## src/rtl/s2p.sv

```systemverilog
// s2p: serial-to-parallel deserializer, LSB-first 1-bit valid/ready stream in,
// N-bit valid/ready words out. A shift register collects the next word while
// the output register holds the previous one, so the serial side stalls only
// when both hold complete words.
// Optional feature: define S2P_PARITY_EN to expect one even-parity bit after
// the N data bits of every frame and to report mismatches on p_err.
module s2p #(
    parameter int N = 8
) (
    input  logic         clk,
    input  logic         rst,
    input  logic         s_data,
    input  logic         s_valid,
    output logic         s_ready,
    output logic [N-1:0] p_data,
    output logic         p_valid,
    input  logic         p_ready
`ifdef S2P_PARITY_EN
    ,
    output logic         p_err
`endif
);

`ifdef S2P_PARITY_EN
    localparam int FRAME = N + 1;
`else
    localparam int FRAME = N;
`endif
    localparam int            CW   = $clog2(FRAME);
    localparam logic [CW-1:0] LAST = CW'(FRAME - 1);

    typedef enum logic {
        COLLECT = 1'b0,
        WAIT    = 1'b1
    } state_t;

    state_t        state;
    logic [CW-1:0] count;
    logic [N-1:0]  shift_reg;
    logic [N-1:0]  out_reg;
    logic [N-1:0]  word_c;
    logic          last_bit;
    logic          slot_free;

`ifdef S2P_PARITY_EN
    logic par_acc;   // running XOR of the data bits of the current frame
    logic pend_err;  // parity result of the word parked in shift_reg
    logic err_reg;
    logic err_c;

    // The parity bit completes the frame; the data bits are already in place.
    assign word_c = shift_reg;
    assign err_c  = par_acc ^ s_data;
    assign p_err  = err_reg;
`else
    // The last data bit completes the word on the edge it is accepted.
    assign word_c = {s_data, shift_reg[N-1:1]};
`endif

    assign s_ready   = (state == COLLECT) && !rst;
    assign p_data    = out_reg;
    assign last_bit  = (count == LAST);
    assign slot_free = !p_valid || p_ready;

    // Collect serial bits, hand complete words to the output register, park
    // one word in the shift register while the output slot is occupied.
    always_ff @(posedge clk or posedge rst) begin
        if (rst) begin
            state     <= COLLECT;
            count     <= '0;
            shift_reg <= '0;
            out_reg   <= '0;
            p_valid   <= 1'b0;
`ifdef S2P_PARITY_EN
            par_acc   <= 1'b0;
            pend_err  <= 1'b0;
            err_reg   <= 1'b0;
`endif
        end else begin
            // NOTE: non-blocking assignments only; the later assignment to
            // p_valid below overrides this drain default when a word loads.
            if (p_valid && p_ready) begin
                p_valid <= 1'b0;
            end
            case (state)
                COLLECT: begin
                    if (s_valid) begin
                        if (last_bit) begin
                            count <= '0;
`ifdef S2P_PARITY_EN
                            par_acc <= 1'b0;
`endif
                            if (slot_free) begin
                                out_reg <= word_c;
                                p_valid <= 1'b1;
`ifdef S2P_PARITY_EN
                                err_reg <= err_c;
`endif
                            end else begin
                                shift_reg <= word_c;
`ifdef S2P_PARITY_EN
                                pend_err  <= err_c;
`endif
                                state     <= WAIT;
                            end
                        end else begin
                            shift_reg <= {s_data, shift_reg[N-1:1]};
                            count     <= count + CW'(1);
`ifdef S2P_PARITY_EN
                            par_acc   <= par_acc ^ s_data;
`endif
                        end
                    end
                end
                WAIT: begin
                    if (p_ready) begin
                        out_reg <= shift_reg;
                        p_valid <= 1'b1;
`ifdef S2P_PARITY_EN
                        err_reg <= pend_err;
`endif
                        state   <= COLLECT;
                    end
                end
                default: state <= COLLECT;
            endcase
        end
    end

endmodule

```

## config.mk

```make
export PLATFORM = sky130hd
export DESIGN_NAME = s2p
export DESIGN_NICKNAME = d
export VERILOG_FILES = /design/src/rtl/s2p.sv
export SDC_FILE = /design/constraint.sdc
export NUM_CORES = 1
export LEC_CHECK = 0
export ABC_AREA = 1
export BUFFER_PORTS_ARGS = -buffer_cell sky130_fd_sc_hd__buf_4
export CORE_UTILIZATION = 55
export CTS_CLUSTER_DIAMETER = 150
export DETAILED_ROUTE_END_ITERATION = 8
export GPL_TIMING_DRIVEN = 0
export PLACE_DENSITY = 0.77
export SYNTH_ARGS = -nofsm -noshare
export SYNTH_HDL_FRONTEND = slang
export SYNTH_SLANG_ARGS = --single-unit
```

## constraint.sdc

```tcl
create_clock -name clk -period 2.7 [get_ports clk]
set_input_delay 0 -clock clk [delete_from_list [all_inputs] [get_ports clk]]
set_output_delay 0 -clock clk [all_outputs]
set_load 0.05 [all_outputs]
```

==> metrics.cfg, run 1 <==
[timing]
slew_violations = 0
setup_viol = 0
whs_ns = 0.0580
worstMarginPinSlew_ns = 0.774
slew_headroom = 0.484
fmax_mhz = 722
final.setup.tns_ns = 0
period_needed_ns = 1.38
finalCritPeriodShare = 0.513
finalClockSkew_ns = 0.00292
rsz0062_at_grt = false
setup_ws_ns = 1.32
hold_violations = 0

[clock_tree]
cts_tree = yes
cts_buffer_depth = 2
clk_pin_slew_ns = 0.11
postCtsSetupBuffers = 0
root_buffer = clkbuf_4
cts_buffers = 3
cts_sinks = 21
insertion_delay_ns = 0.29
htreeDepth = 1

[routing]
drc = 0
ant_nets = 0
viasPerCell = 5.15
drtIter0Drc = 19
wl_um = 1840
wl_per_cell_um = 11.5
vias = 824
first_pass_iters = 4

[worst_setup_path]
crit_path_top_delay_cell = dfrtp_1
crit_chain = ha_1 -> ha_1 -> nand3_2 -> nand2_8 -> nand2_4 -> nand2_1 -> nand2_1
critPathBufInv = 0
crit_family = simple AND/OR/NAND/NOR gates
crit_cells = 7
crit_type = reg -> reg
crit_path_max_incr_delay_ns = 0.41
critical_path.endpoint_type = flop
crit_path_start_kind = flop
worstPathMaxFanout = 9
required_ns = 2.94
cp.arrival_ns = 1.62
r2r_cells = 7

[die]
core.rowCount = 15
die_area_sq_mm = 0.00203
coreArea_sq_mm = 0.00173
start_util = 0.591
die_y_um = 45.1
die_w_um = 45.1
io_pins = 15

[finish]
drive_gt1_frac = 0.259
diodes = 0
nets = 143
register_area_sq_um = 526
synthToLayoutAreaGrowth_pct = 18.9
multi_input_area_sq_um = 418
nFillCells = 145

[synth]
seq_area_frac_synth = 0.515
synth-warning-count = 0
ys_ff_latch = 21
syn_area_per_cell_sq_um = 8.96
post_synth_num_cell_types = 19
synth_nets = 121
synth.cell_area_sq_mm = 0.00102
synth_cells = 114

[global_routing]
overflow = 0
antenna_found_initial = 0
grt_pass1_vias = 704
grt_pass1_wl_um = 3140
grt_usage = 0.217
grt_max_degree = 22

[placement]
dp_hpwl_um = 1320
port_buffers = 14
dp_slack_ns = 1.34
gp_congestion = 0.742

[power_and_ir_drop]
intPower_mw = 0.666
p_total_mw = 1.20
p_switching_mw = 0.536
power.share.clock = 0.122
pwr-share-seq = 0.425
p_sw_frac = 0.446
p_leak_nw = 0.619
peakVddDrop_v = 0.000474
power_density_mw_per_mm2 = 990
comb_power_share = 0.453

[status]
status = completed

[hold_path]
worstHoldPathCells = 4
hold_path_class = in -> reg

[job]
maxCapViolCount = 0

tightest hold or removal path, stage by stage:
cell and delay (ns):
buf_4 0.12, inv_2 0.08, o21ai_0 0.07, nand2_1 0.06
cells by family after synthesis:
group	after synthesis	share of synthesized area
adder cells (fa/ha/maj)	2	0.0245
AND/OR/NAND/NOR	54	0.271
AO/OA/AOI/OAI	21	0.114
flip-flops	21	0.515
buffers and inverters	16	0.0760
final cells by class:
type                       count  share of cell area
inverter                      12              0.0371
tap                           25              0.0258
sequential                    21               0.433
buffer                         4              0.0268
clock buffer                   4              0.0216
multi-input combinational     77               0.344
timing repair buffer          17               0.111
power by group through the flow:
stage               registers [mW]  clock network, mW  logic [mW]
floorplan                    0.694                  0       0.210
global placement             0.510                  0       0.529
detailed placement           0.517                  0       0.542
CTS                          0.511              0.154       0.547
global route                 0.524              0.167       0.595
finish                       0.510              0.147       0.544
through the flow:
stage	instances	util	instance area, sq um
after floorplan	114	-	1020
after global placement	153	0.670	1160
after detailed placement	153	0.670	1160
after CTS	160	0.703	1210
after global routing	160	0.703	1210
final	160	0.703	1210
synthesized netlist by cell type (all sizes together):
| cell type | number | area share |
|---|---|---|
| dfrtp | 21 | 0.51 |
| o21a | 1 | 0.0074 |
| nor2 | 2 | 0.015 |
| nand3 | 10 | 0.054 |
| o22ai | 1 | 0.0061 |
| nand2 | 42 | 0.20 |
| inv | 12 | 0.044 |
| buf | 4 | 0.032 |
| ha | 2 | 0.025 |
| o21ai | 19 | 0.10 |
timing repair:
item	in CTS	in global routing
resized for setup	0	0
endpoints found under the hold margin	24	0
hold buffers	3	0
layout by cell type (no fill, tap or decap), types with 3 or more instances in the layout:
master,Yosys,final
buf_4,0,14
nand2_2,4,4
nand2_4,3,3
dlygate4sd3_1,0,3
nand2_1,34,34
o21ai_0,11,11
clkbuf_4,0,3
dfrtp_1,21,21
inv_1,10,10
o21ai_1,6,6
nand3_1,9,9
final timing paths:
kind / slack [ns] / endpoint / start
max: 1.32 / p_data[7] / count[0]
min: 0.06 / count[1] / s_valid
max reg2reg: 1.32 / p_data[7] / count[0]
min reg2reg: 0.48 / p_data[5] / p_data[5]
max in group asynchronous: 1.82 / p_data[5] / rst
min in group asynchronous: 0.40 / shift_reg[4] / rst
routing by layer:
metal	wire length, um	vias up	GRT usage
li1	-	408	-
met3	72	4	0.0360
met4	25	0	0.0727
met5	0	-	0
met2	875	21	0.354
met1	865	391	0.294
(Power assumes the default switching activity.)
==> run 2, diff against run 1 <==
- ABC_AREA: 1 -> 0
- CORE_UTILIZATION: 55 -> 54
- PLACE_DENSITY: 0.77 -> 0.76
- clock period: 2.7 -> 1.4 ns (I/O delays scaled with it)
==> run 2 against run 1 <==
Against the previous run:
- the run now ends with setup timing left
- highest routed layer unchanged
- maximum frequency down 16%
- via count down 24%
- register-to-register slack worse by 1.6 ns
- area after synthesis down 4.5%
- non-clock buffer count up 9
==> metrics.cfg, run 2 <==
[hold_path]
hold_path_class = in -> async

[worst_setup_path]
required_ns = 1.61  ; -1.33 ns
critical_path.endpoint_type = flop
worstPathMaxFanout = 3  ; -6
crit_path_start_kind = flop
cp.arrival_ns = 1.86  ; +0.24 ns
crit_type = reg -> reg

[timing]
final.setup.tns_ns = -3.56  ; -3.56 ns
slew_violations = 0  ; unchanged
setup_ws_ns = -0.244  ; -1.56 ns
fmax_mhz = 608  ; -16%
hold_violations = 0  ; unchanged
period_needed_ns = 1.64  ; +0.259 ns
rsz0062_at_grt = true
worstMarginPinSlew_ns = 0.794  ; +0.0204 ns
finalCritPeriodShare = 1.17  ; +0.661
setup_viol = 16  ; +16
finalClockSkew_ns = 0.00108  ; -0.00184 ns
slew_headroom = 0.470  ; -0.0136

[synth]
ys_top_cells_by_area = dfrtp_1 54%, mux2_2 29%, ha_1 2.6%
synth_nets = 73  ; -40%
synth-xor-area-share = 0  ; unchanged
synthAdderAreaFrac = 0.0257  ; +0.00116
synth-warning-count = 0  ; unchanged
synthMuxAreaShare = 0.312  ; +0.312
post_synth_num_cell_types = 16  ; -3
synth_compound_area_frac = 0.0526  ; -0.0613
syn_area_per_cell_sq_um = 14.8  ; +65%
yosysTopAreaCellShare = 0.539  ; +0.0244
synth_top_area_cell = dfrtp_1
async_reset_ff_frac = 1.00  ; unchanged
synth_edf_count = 0  ; unchanged
synth.cell_area_sq_um = 975  ; -4.5%
synth_cells = 66  ; -42%
synthFlopType = dfrtp_1
synth_top_family_by_area = multiplexers
yosysMostFrequentCell = mux2_2
synth.top_cells.by_count = 25 x mux2_2, 21 x dfrtp_1, 4 x nor2_1
seq_area_frac_synth = 0.539  ; +0.0244
synth-simple-area-share = 0.0501  ; -0.221
ys_ff_latch = 21  ; unchanged

[status]
violations = setup timing
status = finished, violations left

[routing]
vias = 629  ; -24%
first_pass_iters = 4  ; unchanged
drc = 0  ; unchanged
wl_um = 2110  ; +15%
viasPerCell = 5.16  ; +0.11%
ant_nets = 0  ; unchanged
drtIter0Drc = 1  ; -18
wl_per_cell_um = 17.3  ; +51%

[die]
coreArea_sq_mm = 0.00159  ; -7.7%
io_pins = 15  ; unchanged
die_w_um = 44.5  ; -1.3%
die_y_um = 44.5  ; -1.3%
core.rowCount = 14  ; -1
start_util = 0.611  ; +0.0202
die_area_sq_mm = 0.00198  ; -2.6%

[placement]
gp_congestion = 0.723  ; -2.6%
dp_slack_ns = -0.315  ; -1.65 ns
dp_hpwl_um = 1190  ; -10%
placed_cell_area_sq_mm = 0.00118  ; +2.4%
port_buffers = 14  ; unchanged

[finish]
layout_common_cells = 20 x dfrtp_1, 17 x buf_4, 15 x mux2_4
drive_gt1_frac = 0.653  ; +0.394
layout.cells.most_common = dfrtp_1
utilization = 0.855  ; +0.152
synthToLayoutAreaGrowth_pct = 39.8
nets = 106  ; -26%
diodes = 0  ; unchanged
fin_area_sq_mm = 0.00136  ; +12%
nFillCells = 73  ; -50%

[clock_tree]
root_buffer = clkbuf_4
cts_tree = yes
cts_buffer_depth = 2  ; unchanged
htreeDepth = 1  ; unchanged
cts_buffers = 3  ; unchanged
clk_pin_slew_ns = 0.13  ; +0.02 ns
insertion_delay_ns = 0.31  ; +0.02 ns
cts_sinks = 21  ; unchanged

[global_routing]
grt_usage = 0.253  ; +0.0366
antenna_found_initial = 0  ; unchanged
grt_pass1_vias = 680  ; -3.4%
grt_pass1_wl_um = 3380  ; +7.7%
grt_max_degree = 22  ; unchanged
overflow = 0  ; unchanged

[power_and_ir_drop]
p_leak_nw = 0.662  ; +7.0%
peakVddDrop_v = 0.00150  ; +220%
power_density_mw_per_mm2 = 2330  ; +140%

[job]
maxCapViolCount = 0  ; unchanged

run 2: cell count changes after synthesis, moves of 3 or more:
cell	before	now
nand3_1	9	0
o21ai_1	6	0
nand2_1	34	2
inv_1	10	1
nand2_2	4	0
nor2_1	1	4
nand2_4	3	0
mux2_2	0	25
o21ai_0	11	0
run 2: timing repair:
item / in CTS / in global routing
endpoints found under the hold margin: 24 / 0
gates cloned: 0 / 0
hold buffers: 4 / 0
pin swaps: 1 / 2
gates resized for setup: 2 / 4
buffers inserted: 10 / 0
setup endpoints to repair: 16 / 17
run 2: worst max-delay path, cell delays in order, from the launching register on:
cell and delay (ns):
dfrtp_1 0.41, ha_2 0.20, ha_4 0.17, and2_4 0.15, o22ai_4 0.15, buf_6 0.16
mux2_4 0.30
run 2: layout make-up:
cell class,count,area (sq um),share of cell area
Sequential cell,21,527,0.387
Clock inverter,1,5.00,0.00367
Clock buffer,3,22.5,0.0165
Inverter,1,3.75,0.00275
Buffer,2,16.3,0.0119
Tap cell,24,30.0,0.0220
Timing Repair Buffer,28,255,0.187
Multi-Input combinational cell,42,503,0.369
run 2: through the flow:
| step | power, mW | hold WS, ns | std cells |
|---|---|---|---|
| finish | 3.17 | 0.413 | 122 |
| global placement | 2.61 | 0.196 | 104 |
| floorplan | 2.30 | -0.0235 | 66 |
| CTS | 3.12 | 0.424 | 122 |
| global route | 3.33 | 0.426 | 122 |
| detailed placement | 2.67 | 0.205 | 104 |
run 2: logic make-up after synthesis:
kind of cell / count (synthesis)
mux: 27
flops: 21
simple gates: 9
compound gates: 4
buf+inv: 3
fa+ha+maj: 2
run 2: routing by layer:
layer  track usage  share of wire  vias to the layer above
met2         0.441           0.52                       15
met4         0.127          0.027                        0
met1         0.293           0.43                      313
met3        0.0531          0.023                        6
li1              -              -                      295
met5             0              0                        -
run 2: final timing paths:
kind | startpoint | endpoint | slack (ns) | depth (start not counted)
min in group clk | p_ready | state | 0.43 | 3
max in group asynchronous | rst | p_valid | 0.45 | 3
worst max register to register | count[0] | p_data[6] | -0.24 | 6
worst min-delay path | rst | shift_reg[1] | 0.41 | 3
worst max-delay path | count[0] | p_data[6] | -0.24 | 6
worst min register to register | p_data[5] | p_data[5] | 0.53 | 1
run 2: power by group:
part | switching, mW | internal (mW) | leakage [nW]
registers | 0.228 | 0.896 | 0.252
clock network | 0.205 | 0.107 | 0.0177
logic | 0.836 | 0.901 | 0.392
total | 1.27 | 1.90 | 0.662
